<file path="config.mk">
export PLATFORM = sky130hd
export DESIGN_NAME = bili_arty100t
export DESIGN_NICKNAME = d
export VERILOG_FILES = /design/src/rtl/bili_arty100t.sv
export SDC_FILE = /design/constraint.sdc
export NUM_CORES = 1
export LEC_CHECK = 0
export BUFFER_PORTS_ARGS = -buffer_cell sky130_fd_sc_hd__buf_2
export CORE_ASPECT_RATIO = 1.1
export CORE_MARGIN = 1.5
export CORE_UTILIZATION = 25
export CTS_BUF_LIST = sky130_fd_sc_hd__clkbuf_16
export CTS_CLUSTER_SIZE = 12
export DETAILED_ROUTE_END_ITERATION = 16
export GPL_TIMING_DRIVEN = 0
export SYNTH_ARGS = -nofsm -noshare
export SYNTH_HDL_FRONTEND = slang
export SYNTH_SLANG_ARGS = --single-unit
export TNS_END_PERCENT = 5
</file>
<file path="constraint.sdc">
create_clock -name io_CLK100MHZ -period 7.9 [get_ports io_CLK100MHZ]
set_input_delay 0.79 -clock io_CLK100MHZ [delete_from_list [all_inputs] [get_ports io_CLK100MHZ]]
set_output_delay 0.79 -clock io_CLK100MHZ [all_outputs]
set_load 0.005 [all_outputs]
</file>
<file path="src/rtl/bili_arty100t.sv">
// Arty A7-100T bring-up top: boots IMAGE_BYTES from SPI flash into a byte RAM, then
// answers UART lookups until a 0xCA,0xCA exit command. Define BILI_UART_ECHO_EN to echo bytes instead.
module bili_arty100t #(
  parameter int         CLOCK_FREQ     = 100_000_000,
  parameter int         BAUD_RATE      = 115200,
  parameter int         SPI_CLK_DIV    = 2,
  parameter int         IMAGE_BYTES    = 64,
  parameter logic [7:0] FLASH_READ_CMD = 8'h03
) (
  input  logic       io_CLK100MHZ,
  input  logic       reset,
  output logic       io_ja_0,
  output logic       io_ja_1,
  output logic       io_ja_2,
  output logic       io_ja_3,
  output logic       io_ja_4,
  output logic       io_ja_5,
  output logic       io_ja_6,
  output logic       io_ja_7,
  input  logic       io_uart_txd_in,
  output logic       io_uart_rxd_out,
  output logic       io_qspi_cs,
  output logic       io_qspi_sck,
  output logic       io_qspi_dq_0,
  input  logic       io_qspi_dq_1,
  output logic       io_qspi_dq_2,
  output logic       io_qspi_dq_3,
  output logic       io_led,
  input  logic [3:0] io_sw,
  input  logic [3:0] io_btn,
  input  logic       io_ck_ioa,
  input  logic       io_ck_rst,
  input  logic       io_eth_col,
  input  logic       io_eth_crs,
  input  logic       io_eth_rx_dv,
  input  logic       io_eth_rxerr,
  input  logic [3:0] io_eth_rxd
);
  localparam int BAUD_DIV = CLOCK_FREQ / BAUD_RATE;
  localparam int BW = $clog2(BAUD_DIV);
  localparam int SW = (SPI_CLK_DIV > 1) ? $clog2(SPI_CLK_DIV) : 1;
  localparam int AW = (IMAGE_BYTES > 1) ? $clog2(IMAGE_BYTES) : 1;
  localparam logic [SW-1:0] SPI_LAST  = SW'(SPI_CLK_DIV - 1);
  localparam logic [AW-1:0] LAST_BYTE = AW'(IMAGE_BYTES - 1);
  localparam logic [BW-1:0] BIT_LAST  = BW'(BAUD_DIV - 1);
  localparam logic [BW-1:0] HALF_LAST = BW'(BAUD_DIV / 2 - 1);

  typedef enum logic [1:0] {BOOT_CMD, BOOT_DATA, SERVE, EXITED} state_t;
  state_t state, state_next;
  logic [7:0] tohost;

  // ---------------- SPI flash boot ----------------
  logic          cs_q, sck_q, spi_done;
  logic [SW-1:0] div_cnt;
  logic [4:0]    bit_cnt;
  logic [AW-1:0] byte_idx;
  logic [31:0]   cmd_shift;
  logic [6:0]    miso_shift;
  logic          booting, spi_tick, sck_rise, sck_fall, ram_we;
  logic [7:0]    ram_wdata;

  assign booting   = (state == BOOT_CMD) || (state == BOOT_DATA);
  assign spi_tick  = booting && !cs_q && !spi_done && (div_cnt == SPI_LAST);
  assign sck_rise  = spi_tick && !sck_q;
  assign sck_fall  = spi_tick && sck_q;
  assign ram_wdata = {miso_shift, io_qspi_dq_1};
  assign ram_we    = sck_rise && (state == BOOT_DATA) && (bit_cnt[2:0] == 3'd7);

  // NOTE: all state below uses non-blocking assignments so every register samples pre-edge values.
  always_ff @(posedge io_CLK100MHZ or posedge reset) begin
    if (reset) begin
      cs_q       <= 1'b1;
      sck_q      <= 1'b0;
      spi_done   <= 1'b0;
      div_cnt    <= '0;
      bit_cnt    <= '0;
      byte_idx   <= '0;
      cmd_shift  <= '0;
      miso_shift <= '0;
    end else if (booting) begin
      if (spi_done) begin
        cs_q <= 1'b1;
      end else if (cs_q) begin
        cs_q      <= 1'b0;
        cmd_shift <= {FLASH_READ_CMD, 24'h000000};
        div_cnt   <= '0;
      end else if (!spi_tick) begin
        div_cnt <= div_cnt + 1'b1;
      end else begin
        div_cnt <= '0;
        sck_q   <= !sck_q;
        if (sck_rise) begin
          miso_shift <= ram_wdata[6:0];
        end else begin
          // MOSI (cmd_shift[31]) only moves on the falling SCK edge
          bit_cnt   <= bit_cnt + 1'b1;
          cmd_shift <= {cmd_shift[30:0], 1'b0};
          if (state == BOOT_DATA && bit_cnt[2:0] == 3'd7) begin
            if (byte_idx == LAST_BYTE) spi_done <= 1'b1;
            else                       byte_idx <= byte_idx + 1'b1;
          end
        end
      end
    end
  end

  logic [7:0] ram [IMAGE_BYTES];

  // NOTE: the image RAM is deliberately not reset; boot rewrites every entry before SERVE reads it.
  always_ff @(posedge io_CLK100MHZ) begin
    if (ram_we) ram[byte_idx] <= ram_wdata;
  end

  // ---------------- UART receiver ----------------
  logic          rx_meta, rx_sync, rx_prev, rx_busy;
  logic [BW-1:0] rx_cnt;
  logic [3:0]    rx_bit;
  logic [7:0]    rx_data;
  logic          rx_stop, rx_valid, rx_ferr;

  assign rx_stop  = rx_busy && (rx_cnt == '0) && (rx_bit == 4'd9);
  assign rx_valid = rx_stop && rx_sync;
  assign rx_ferr  = rx_stop && !rx_sync;

  always_ff @(posedge io_CLK100MHZ or posedge reset) begin
    if (reset) begin
      rx_meta <= 1'b1;
      rx_sync <= 1'b1;
      rx_prev <= 1'b1;
      rx_busy <= 1'b0;
      rx_cnt  <= '0;
      rx_bit  <= '0;
      rx_data <= '0;
    end else begin
      rx_meta <= io_uart_txd_in;
      rx_sync <= rx_meta;
      rx_prev <= rx_sync;
      if (!rx_busy) begin
        if (rx_prev && !rx_sync) begin
          rx_busy <= 1'b1;
          rx_cnt  <= HALF_LAST;
          rx_bit  <= '0;
        end
      end else if (rx_cnt != '0) begin
        rx_cnt <= rx_cnt - 1'b1;
      end else begin
        rx_cnt <= BIT_LAST;
        rx_bit <= rx_bit + 1'b1;
        // a start bit that is high again at half-bit was a glitch
        if ((rx_bit == 4'd0 && rx_sync) || rx_bit == 4'd9) rx_busy <= 1'b0;
        else if (rx_bit != 4'd0)                           rx_data <= {rx_sync, rx_data[7:1]};
      end
    end
  end

  // ---------------- response path and UART transmitter ----------------
  logic [7:0] resp;
`ifdef BILI_UART_ECHO_EN
  assign resp = rx_data;
`else
  logic [AW-1:0] lookup_idx;
  assign lookup_idx = AW'({24'd0, rx_data} % IMAGE_BYTES);
  assign resp       = ram[lookup_idx];
`endif

  logic          pend_full, last_ca, exit_armed, tx_busy, txd_q;
  logic [7:0]    pend_data, tx_byte;
  logic [BW-1:0] tx_cnt;
  logic [3:0]    tx_bit;
  logic [8:0]    tx_shift;
  logic          accept, tx_start, tx_done;

  assign accept   = (state == SERVE) && !exit_armed && rx_valid && !(pend_full && tx_busy);
  assign tx_start = !tx_busy && (pend_full || accept);
  assign tx_byte  = pend_full ? pend_data : resp;
  assign tx_done  = tx_busy && (tx_cnt == '0) && (tx_bit == 4'd9);

  always_ff @(posedge io_CLK100MHZ or posedge reset) begin
    if (reset) begin
      pend_full  <= 1'b0;
      pend_data  <= '0;
      last_ca    <= 1'b0;
      exit_armed <= 1'b0;
    end else begin
      if (accept && (tx_busy || pend_full)) begin
        pend_full <= 1'b1;
        pend_data <= resp;
      end else if (tx_start) begin
        pend_full <= 1'b0;
      end
      if (accept) begin
        last_ca <= (rx_data == 8'hCA);
        if (last_ca && rx_data == 8'hCA) exit_armed <= 1'b1;
      end else if (rx_ferr && state == SERVE) begin
        last_ca <= 1'b0;
      end
    end
  end

  always_ff @(posedge io_CLK100MHZ or posedge reset) begin
    if (reset) begin
      tx_busy  <= 1'b0;
      txd_q    <= 1'b1;
      tx_cnt   <= '0;
      tx_bit   <= '0;
      tx_shift <= '1;
    end else if (!tx_busy) begin
      if (tx_start) begin
        tx_busy  <= 1'b1;
        txd_q    <= 1'b0;
        tx_shift <= {1'b1, tx_byte};
        tx_cnt   <= BIT_LAST;
        tx_bit   <= '0;
      end
    end else if (tx_cnt != '0) begin
      tx_cnt <= tx_cnt - 1'b1;
    end else if (tx_bit == 4'd9) begin
      tx_busy <= 1'b0;
    end else begin
      txd_q    <= tx_shift[0];
      tx_shift <= {1'b1, tx_shift[8:1]};
      tx_cnt   <= BIT_LAST;
      tx_bit   <= tx_bit + 1'b1;
    end
  end

  // ---------------- top-level FSM ----------------
  always_ff @(posedge io_CLK100MHZ or posedge reset) begin
    if (reset) state <= BOOT_CMD;
    else       state <= state_next;
  end

  // NOTE: defaults first so no path through the case leaves a signal unassigned (no latches).
  always_comb begin
    state_next = state;
    tohost     = 8'h00;
    io_led     = 1'b0;
    case (state)
      BOOT_CMD:  if (sck_fall && bit_cnt == 5'd31) state_next = BOOT_DATA;
      BOOT_DATA: if (spi_done) state_next = SERVE;
      SERVE: begin
        tohost = 8'h02;
        io_led = 1'b1;
        if (exit_armed && tx_done && !pend_full) state_next = EXITED;
      end
      EXITED: begin
        tohost = 8'h01;
        io_led = 1'b1;
      end
      default: state_next = BOOT_CMD;
    endcase
  end

  assign {io_ja_7, io_ja_6, io_ja_5, io_ja_4, io_ja_3, io_ja_2, io_ja_1, io_ja_0} = tohost;
  assign io_uart_rxd_out = txd_q;
  assign io_qspi_cs      = cs_q;
  assign io_qspi_sck     = sck_q;
  assign io_qspi_dq_0    = cmd_shift[31];
  assign io_qspi_dq_2    = 1'b1;
  assign io_qspi_dq_3    = 1'b1;

  logic unused_pins;
  assign unused_pins = ^{io_sw, io_btn, io_ck_ioa, io_ck_rst, io_eth_col, io_eth_crs,
                         io_eth_rx_dv, io_eth_rxerr, io_eth_rxd};
endmodule

</file>
# == Word-level counts from Yosys, hierarchy flattened ==
# Memories as Yosys holds them, arrays and structs flattened.
# Index checks and enable logic that the tools add are counted.
# totals
output_inout_bits,15
latchBits,0
mem_count,1
mem_bits_ro,0
in_bits,22
ramBits,512
regBits,118
word_cells,175
# memory_table
name,depth,word_bits,read_ports,rd_clocked_by_memory_dff,write_ports,line,source
ram,64,8,1,0,1,107,logic [7:0] ram [IMAGE_BYTES];
# op_classes
multipliers,0
mux,54
n_addsub,7
reduce_logical,65
n_bitwise,6
shifts,0
eq_ne,17
n_div,0
magnitude_cmp,0
# op_table
op,count
2-to-1 mux 32 bit,3
2-to-1 mux 10 bit,7
2-to-1 mux 9 bit,4
2-to-1 mux 4 bit,7
logical AND 1 bit,27
2-to-1 mux 1 bit,27
logical NOT 10 bit,2
nonzero test 10 bit,2
"subtractor 10 x 1 -> 10 bit, second input constant",2
AND reduction 4 bit,4
"!= test 2 bit, second input constant",5
AND reduction 5 bit,2
nonzero test 2 bit,5
"adder 4 x 1 -> 4 bit, second input constant",2
"equality test 4 bit, second input constant",2
"equality test 8 bit, second input constant",1
logical NOT 1 bit,8
2-to-1 mux 8 bit,1
AND reduction 2 bit,4
AND reduction 7 bit,1
"adder 6 x 1 -> 6 bit, second input constant",1
"equality test 6 bit, second input constant",1
2-to-1 mux 2 bit,3
NOT 1 bit,6
17 further kinds,22

# == Depth between registers and ports, before layout ==
# Gate-level depths: netlist of the first run.
# logic_depth
word_depth,10
mapped_depth,10
ltp_nobuf,8

# == Worst setup path before layout of the first run ==
# OpenSTA, ideal clock, no wires.
# synth_timing
path_type,register -> register
startpoint,register state[1]
endpoint,memory ram[15][0] (enable)
n_path_buf,1
synth_period_minus_slack_ps,2803
slack_ps,5097
setup_time_ps,370
arrival_time_ps,2433
stages_incl_launch_ff,10
required_time_ps,7530
cell_sequence,dfrtp_1 inv_1 ha_1 o21bai_1 nor3b_1 nand2b_1 clkbuf_1 nor3_1 nand3_1 nor2_1
# synth_between
elab_chain_len,10
word_cells_on_any_way,11
cone_classes,1 x eq/ne; 2 x mux; 8 x reduce/logical
# synth_rtl
item,line,source
start: declaration,49,"state_t state, state_next;"
start signal: assignment,230,else state <= state_next;
equality test 2 x 1 -> 1 bit / logical NOT 2 bit (equally long branches),"62, 67",
logical OR 1 bit,62,assign booting = (state == BOOT_CMD) || (state == BOOT_DATA);
logical AND 1 bit (3 in series),63,assign spi_tick = booting && !cs_q && !spi_done && (div_cnt == SPI_LAST);
logical AND 1 bit,64,assign sck_rise = spi_tick && !sck_q;
logical AND 1 bit * (2 in series),67,assign ram_we = sck_rise && (state == BOOT_DATA) && (bit_cnt[2:0] == 3'd7);
2-to-1 mux 1 bit *,111,if (ram_we) ram[byte_idx] <= ram_wdata;
2-to-1 mux 1 bit (not written as such) *,111,
end: declaration,107,
# Every way passes the cells marked *; elsewhere a longest branch is shown, timed or not.

# == Worst setup path after layout of the first run ==
# layout_timing
startpoint,register state[1]
endpoint,memory ram[15][4] (enable)
# Same word-level chain as after synthesis.

==> results.yml, run 1 <==
synth:
  synth-seq-cells: 605
  yosys.area.top_type: "edfxtp_1"
  synthTopCellsByArea: "edfxtp_1 (63%), mux4_2 (9.4%), dfrtp_1 (8.2%)"
  ys_warn_count: 0
  synthTopCellsByCount: "edfxtp_1 (512), nor2_1 (106), mux4_2 (102), dfrtp_1 (80), nand2_1 (79)"
  synth-edff-count: 512
  syn_inst: 1399
  synth.most_common_cell: "edfxtp_1"
  synth_cell_types: 65
  seq_area_frac_synth: 0.725
  syn_area_mm2: 0.0245
  synthArstFlopShare: 0.154
  avgSynthCellArea_um2: 17.5
  synth_top_flop_cell: "edfxtp_1"
  synth_top_area_share: 0.629
worst_setup_path:
  rr_worst_depth: 9
  startpoint_type: "flop"
  critical_path_class: "reg2reg"
  cp-end-kind: "flop"
  cp-endpoint: "ram[15][4]"
  worstPathRequired_ns: 8.16
  r2r_end: "ram[15][4]"
  reg2reg_slack_ns: 3.80
  r2r_start: "state[1]"
  critPathLaunch: "state[1]"
  worstPathMaxFanout: 9
  cp.arrival_ns: 4.36
pwr:
  vdd_drop_max_mv: 0.191
  power.leakage_nw: 9.01
  powerDensity_mw_per_mm2: 224
  power_w: 0.00629
timing:
  setup_viol: 0
  grt_setup_unrepaired: "false"
  worstMarginPinSlew_ns: 1.30
  slew-limit-headroom: 0.136
  finalHoldViolCount: 0
  clock_skew_ns: 0.0570
  period_share: 0.519
  timing.fmax_mhz: 244
  tns_ns: 0
  fin_crit_ns: 4.10
  final_max_slew_viol_count: 0
route:
  drc: 0
  drt-total-wl_um: 56000
  num_vias: 12908
  dr.pass1.iters: 6
  routed_via_density: 4.60
  wl_per_cell_um: 19.9
  ant_nets: 0
  dr.first_iter.drc_count: 1176
clock_tree:
  holdBufCountCts: 0
  ctsResizeCount: 0
  clk_pin_slew_worst_paths_ns: 0.06
  h-tree-depth: 2
  cts_tree: "yes"
  cts_made_buffers: 61
  clk_path_buf_depth: 3
  post_cts_buffers: 0
  clockRootBuffer: "clkbuf_16"
  cts_sinks: 605
  clk_latency_ns: 0.66
die:
  fp.dieW_um: 301
  start_util: 0.252
  chipHeight_um: 331
  die_area_mm2: 0.0997
  rows: 120
  io_pins: 37
  coreArea_mm2: 0.0971
global_route:
  grt_pass1_vias: 13159
  grt_first_pass_wirelength_um: 84200
  grt_usage: 0.112
  overflow: 0
  grt_max_degree: 66
  antenna_found_initial: 0
layout:
  antenna_cells: 0
  syn_to_final_growth_pct: 15.0
  layout-drive-gt1-share: 0.194
  fin_nets: 1524
placement:
  hpwl_um: 37700
  io_buffers: 10
  place_congestion: 0.907
min_path:
  hold_class: "in2async"
run:
  max_cap_violations: 0
status:
  status: "finished clean"
[power breakdown]
group | internal (W) | leakage (nW) | switching, W | total (W)
combinational | 0.0000382 | 2.23 | 0.0000688 | 0.000107
clock | 0.00146 | 0.997 | 0.00119 | 0.00265
sequential | 0.00349 | 5.79 | 0.0000425 | 0.00353
total | 0.00499 | 9.01 | 0.00130 | 0.00629
[final cells by class]
class	instances	area, um2
plain buffers	75	352
clock buffers	61	1530
clock inverters	45	303
fillers	9463	69000
inverters	21	81.3
multi-input cells	704	6320
flip-flops and latches	605	17700
well taps	1281	1600
repair buffers	17	205
[worst min path at each step]
stage | to | depth (start not counted) | slack (ns) | from
after global placement | rx_sync | 0 | 0.35 | rx_meta
after CTS | tx_cnt[7] | 2 | 0.19 | reset
after global routing | tx_cnt[7] | 2 | 0.22 | reset
final | tx_cnt[7] | 2 | 0.20 | reset
after floorplan | rx_sync | 0 | 0.35 | rx_meta
after detailed placement | rx_sync | 0 | 0.35 | rx_meta
[kinds of logic after synthesis]
logic type	synth area share
DFF	0.725
and+or+nand+nor	0.0557
muxes	0.139
AOI/OAI and AO/OA	0.0471
buffers and inverters	0.0176
xor gates and xnor gates	0.00645
adders and majority gates	0.00870
other	0.000307
[metal layers]
layer | vias up | share of wire | GRT usage
li1 | 5676 | - | -
met1 | 6735 | 0.41 | 0.143
met2 | 393 | 0.50 | 0.191
met3 | 104 | 0.059 | 0.0201
met4 | 0 | 0.029 | 0.0367
met5 | - | 0 | 0
[worst max-delay path: stages (launching register included)]
cell	delay (ns)
dfrtp_1	0.42
inv_1	0.10
ha_1	0.30
o21bai_1	0.22
nor3b_1	0.35
nand2b_1	0.09
clkbuf_1	0.26
nor3_1	0.44
nand3_1	0.62
nor2_1	0.93
[placed cells by master (no fill, tap or decap), types with 18 or more instances in the layout]
cell       count
buf_2         30
nand4_1       19
clkbuf_16     61
a21oi_1       31
nand3_1       18
nor2_1       106
nand2_1       79
mux2i_1       76
mux2_2        30
mux4_2       102
inv_1         49
clkbuf_1      33
o22ai_1       19
edfxtp_1     512
dfrtp_1       73
o21ai_0       25
[metrics by stage]
stage	setup WS (ns)	util	hold WS (ns)	cell area [um2]	cells
finish	3.80	0.289	0.202	28100	2809
detailed placement	3.86	0.271	0.354	26300	2703
floorplan	4.71	-	0.345	24500	1405
global placement	3.39	0.269	0.353	26100	2696
CTS	3.83	0.289	0.191	28100	2809
global route	3.58	0.289	0.223	28100	2809
[flip-flops by register name, indices dropped and copies added (netlist names), 2 cells and up]
register,count
bit_cnt,5
pend_data,8
rx_bit,4
state,2
miso_shift,7
byte_idx,6
cmd_shift,8
rx_data,8
rx_cnt,10
tx_bit,4
ram,512
tx_cnt,10
tx_shift,8
Note: power is estimated with default switching activity, not from simulation.
==> inputs of run 2 (changes only) <==
- clock period: 7.9 -> 3.3 ns (I/O delays scaled with it)
==> run 2 against run 1 <==
Effect of this change: clock power grew 140%; clock skew shrank 0.0084 ns; first-iteration DRC count grew 6.7%; combinational power grew 140%; highest routed layer unchanged.
==> results.yml, run 2 (same netlist as run 1, synthesis figures left out) <==
layout:
  layout_commonest_cell: "edfxtp_1"
  layout-drive-gt1-share: 0.259
  final_cell_mix: "edfxtp_1 (512), mux4_2 (102), mux2i_1 (76), nand2_1 (73), dfrtp_1 (72)"
  fin_nets: 1542
  top_register: "ram"
  finish.utilization: 0.299
  fillerInstances: 9363
  syn_to_final_growth_pct: 18.8
  antenna_cells: 0
  top_regs: "ram x512, rx_cnt x10, tx_cnt x10"
  largest_reg_flops: 512
global_route:
  grt_usage: 0.113
  antenna_found_initial: 0
  grt_first_pass_wirelength_um: 85100
  grt_max_degree: 66
  grt_pass1_vias: 13266
  overflow: 0
route:
  drc: 0
  routed_via_density: 4.64
  route.met2.wl_um: 28500
  route.met3.wl_um: 3080
  dr.pass1.iters: 5
  drt-met1-wl_um: 23500
  dr.first_iter.drc_count: 1255
  drt-total-wl_um: 56600
  wl_per_cell_um: 20.0
  top_layer: "met4"
  num_vias: 13105
  ant_nets: 0
worst_setup_path:
  worstPathMaxFanout: 10
  critPathLaunch: "rx_data[2]"
  cp-end-kind: "flop"
  rr_worst_depth: 8
  critical_path_class: "reg2reg"
  r2r_end: "pend_data[2]"
  startpoint_type: "flop"
  cp-endpoint: "pend_data[2]"
  reg2reg_slack_ns: 0.12
  r2r_start: "rx_data[2]"
  worstPathRequired_ns: 3.80
  cp.arrival_ns: 3.68
clock_tree:
  cts_made_buffers: 61
  cts_tree: "yes"
  clk_latency_ns: 0.66
  cts_sinks: 605
  clk_pin_slew_worst_paths_ns: 0.06
  clockRootBuffer: "clkbuf_16"
  h-tree-depth: 2
  clk_path_buf_depth: 3
timing:
  worstMarginPinSlew_ns: 1.33
  final_max_slew_viol_count: 0
  grt_setup_unrepaired: "false"
  timing.fmax_mhz: 315
  period_share: 0.962
  final_critical_path_setup_slack_ns: 0.124
  setup_viol: 0
  finalHoldViolCount: 0
  fin_crit_ns: 3.18
  slew-limit-headroom: 0.116
  tns_ns: 0
  clock_skew_ns: 0.0486
die:
  fp.dieW_um: 301
  io_pins: 37
  rows: 120
  die_area_mm2: 0.0997
  coreArea_mm2: 0.0971
  start_util: 0.252
  chipHeight_um: 331
pwr:
  powerDensity_mw_per_mm2: 518
  vdd_drop_max_mv: 0.452
  power.leakage_nw: 9.26
  power_w: 0.0151
run:
  max_cap_violations: 0
placement:
  place_ws_ns: -0.740
  hpwl_um: 37700
  place_congestion: 0.907
  io_buffers: 10
status:
  status: "finished clean"
min_path:
  hold_class: "in2async"
==> run 2: cell types whose count changed in the layout (fill, tap and decap cells not counted), sizes merged <==
cell	delta
dlygate4sd3	+2
buf	+15
clkdlybuf4s15	+1
clkdlybuf4s18	+1
clkbuf	-1
==> run 2: how the worst min path moves through the flow <==
stage,to,slack [ns],depth (start not counted)
3_5_place_dp,rx_sync,0.35,0
2_1_floorplan,rx_meta,0.33,0
4_1_cts,tx_cnt[7],0.28,3
3_3_place_gp,rx_sync,0.35,0
6_report,tx_cnt[7],0.29,3
5_1_grt,tx_cnt[7],0.33,3
==> run 2: stage by stage <==
stage	std cells	instance area [um2]	hold slack [ns]
6_report	2827	29100	0.288
5_1_grt	2827	29100	0.326
4_1_cts	2813	28800	0.282
3_5_place_dp	2703	26300	0.354
3_3_place_gp	2696	26100	0.353
2_1_floorplan	1405	24500	0.334
==> run 2: worst max-delay path, cell delays in order, from the launching register on <==
cell and delay (ns):
dfrtp_1 0.33, clkbuf_1 0.29, buf_2 0.34, buf_2 0.42, buf_2 0.43, mux2i_1 0.45
o211ai_1 0.14, a32o_1 0.31, mux2_2 0.30
==> run 2: area by class of cell <==
class,count,area [um2],area share
plain buffers,73,367,0.0126
clock buffers,61,1530,0.0525
clock inverters,45,303,0.0104
inverters,21,81.3,0.00280
multi-input cells,704,6920,0.238
flip-flops and latches,605,17700,0.610
well taps,1281,1600,0.0552
repair buffers,37,523,0.0180
==> run 2: timing repair <==
action / CTS / global route
resized for setup: 156 / 11
hold buffers: 2 / 0
buffers inserted: 3 / 15
hold endpoints to repair: 25 / 0
pin swaps: 2 / 23
endpoints found under the setup margin: 528 / 524
==> run 2: power by group <==
| group | total, W | switching (W) | internal [W] | leakage (nW) |
|---|---|---|---|---|
| combinational | 0.000260 | 0.000167 | 0.0000930 | 2.48 |
| clock | 0.00634 | 0.00285 | 0.00349 | 0.997 |
| sequential | 0.00846 | 0.000102 | 0.00835 | 5.78 |
==> run 2: per-layer routing <==
metal	vias up	GRT usage
met5	-	0
met4	0	0.0364
met3	95	0.0199
met2	392	0.194
met1	6889	0.144
li1	5729	-
==> inputs of run 3 (changes only) <==
- CELL_PAD_IN_SITES_DETAIL_PLACEMENT: unset -> 1
- CELL_PAD_IN_SITES_GLOBAL_PLACEMENT: unset -> 2
- PLACE_DENSITY_LB_ADDON: unset -> 0.1
==> run 3 against run 2 <==
Effect of this change: worst setup slack worse by 0.033 ns; sequential share of layout area shrank 0.98 points; wire length up 26%; first-iteration DRC count shrank 41%; core utilization increased by 0.49 points; count of clock-buffer cells in the layout grew 13; global-route usage increased by 3.4 points; via count shrank 0.99%; combinational power grew 4%; largest cell class unchanged; largest power group unchanged.
==> results.yml, run 3 (same netlist as run 1, synthesis figures left out) <==
status:
  status: "finished clean"
clock_tree:
  clk_pin_slew_worst_paths_ns: 0.06
  clockRootBuffer: "clkbuf_16"
  h-tree-depth: 3
  cts_tree: "yes"
  cts_made_buffers: 73
  clk_latency_ns: 0.62
  cts_sinks: 605
  clk_path_buf_depth: 3
die:
  coreArea_mm2: 0.0971
  chipHeight_um: 331
  start_util: 0.252
  rows: 120
  fp.dieW_um: 301
  die_area_mm2: 0.0997
  io_pins: 37
layout:
  largest_reg_flops: 512
  finish.utilization: 0.304
  final_cell_mix: "edfxtp_1 (512), mux4_2 (102), mux2i_1 (76), clkbuf_16 (74)"
  top_regs: "ram x512, rx_cnt x10, tx_cnt x10"
  layout-drive-gt1-share: 0.277
  antenna_cells: 0
  top_register: "ram"
  syn_to_final_growth_pct: 20.8
  fin_nets: 1557
  layout_commonest_cell: "edfxtp_1"
global_route:
  overflow: 0
  grt_first_pass_wirelength_um: 104000
  grt_pass1_vias: 14206
  antenna_found_initial: 0
  grt_usage: 0.147
  grt_max_degree: 66
timing:
  setup_viol: 0
  final_max_slew_viol_count: 0
  slew-limit-headroom: 0.232
  final_critical_path_setup_slack_ns: 0.0909
  clock_skew_ns: 0.0298
  period_share: 0.972
  finalHoldViolCount: 0
  worstMarginPinSlew_ns: 1.15
  timing.fmax_mhz: 312
  fin_crit_ns: 3.21
  tns_ns: 0
route:
  num_vias: 12975
  drt-total-wl_um: 71300
  wl_per_cell_um: 25.0
  dr.first_iter.drc_count: 743
  routed_via_density: 4.54
  drc: 0
  ant_nets: 0
  dr.pass1.iters: 4
worst_setup_path:
  critical_path.cell_chain: "clkbuf_1, buf_2, buf_4, buf_2, mux2i_1, o211ai_1, a32o_1, mux2_2"
  critical_path_class: "reg2reg"
  worstPathMaxFanout: 10
  worstPathRequired_ns: 3.80
  cpPeakStageDelay_ns: 0.57
  cp_top_family: "buffers and inverters"
  cp.arrival_ns: 3.71
  slowest_stage: "mux2i_1"
  crit_path_frequent_cell: "buf_2"
  path_buf_inv: 4
  startpoint_type: "flop"
  cp-end-kind: "flop"
pwr:
  power.leakage_nw: 9.44
  powerDensity_mw_per_mm2: 553
  power_w: 0.0163
  vdd_drop_max_mv: 0.374
run:
  max_cap_violations: 0
min_path:
  hold_class: "in2reg"
placement:
  hpwl_um: 48200
  place_ws_ns: -1.25
  place_congestion: 0.762
  io_buffers: 10
-- run 3: cell count changes in the layout (fill, tap and decap cells not counted), sizes merged --
| cell | previous run | this run |
|---|---|---|
| clkinv | 13 | 38 |
| clkbuf | 93 | 110 |
| inv | 50 | 34 |
| bufinv | 2 | 4 |
| clkdlybuf4s15 | 1 | 0 |
| clkinvlp | 1 | 2 |
-- run 3: metrics by stage --
stage | hold WS [ns] | area [um2] | cells
finish | 0.303 | 29500 | 2855
global route | 0.295 | 29500 | 2855
CTS | 0.286 | 29300 | 2843
detailed placement | 0.351 | 26300 | 2704
global placement | 0.351 | 26100 | 2696
floorplan | 0.334 | 24500 | 1405
-- run 3: worst register-to-register path, stage by stage (launching register included) --
cell and delay, ns:
dfrtp_1 0.33, clkbuf_1 0.32, buf_2 0.36, buf_4 0.33
buf_2 0.43, mux2i_1 0.58, o211ai_1 0.16, a32o_1 0.31
mux2_2 0.29
-- run 3: power breakdown --
group / leakage (nW) / switching [W] / total, W / internal (W)
registers: 5.78 / 0.0000995 / 0.00845 / 0.00835
logic: 2.51 / 0.000174 / 0.000270 / 0.0000965
clock network: 1.14 / 0.00321 / 0.00759 / 0.00439
-- run 3: per-layer routing --
| layer | GRT usage | wire length [um] |
|---|---|---|
| met1 | 0.186 | 31200 |
| met2 | 0.259 | 36900 |
| met3 | 0.0216 | 1960 |
| met4 | 0.0405 | 1250 |
| met5 | 0 | 0 |
-- run 3: path summary, 6_finish.rpt --
| path | startpoint | end | slack [ns] | depth (start not counted) |
|---|---|---|---|---|
| hold reg to reg | rx_meta | rx_sync | 0.36 | 0 |
| hold / removal | io_qspi_dq_1 | ram[4][0] | 0.30 | 1 |
| setup reg to reg | rx_data[2] | pend_data[3] | 0.09 | 8 |
| setup / recovery | rx_data[2] | pend_data[3] | 0.09 | 8 |
| min in group asynchronous | reset | io_qspi_sck | 0.31 | 3 |
| max in group asynchronous | reset | tx_shift[3] | 2.25 | 4 |
-- run 3: timing repair --
| action | CTS | global route |
|---|---|---|
| hold buffers | 2 | 0 |
| resized for setup | 173 | 10 |
| endpoints found under the hold margin | 32 | 0 |
| pin swaps | 7 | 12 |
| buffers inserted | 7 | 11 |
| endpoints found under the setup margin | 528 | 291 |
-- run 3: layout make-up --
| class | instances | area (um2) |
|---|---|---|
| inverter | 21 | 81.3 |
| timing repair buffer | 39 | 568 |
| clock buffer | 74 | 1850 |
| fill | 9875 | 67600 |
| buffer | 74 | 385 |
| multi-input combinational | 704 | 6930 |
| tap | 1281 | 1600 |
| sequential | 605 | 17700 |
| clock inverter | 57 | 383 |
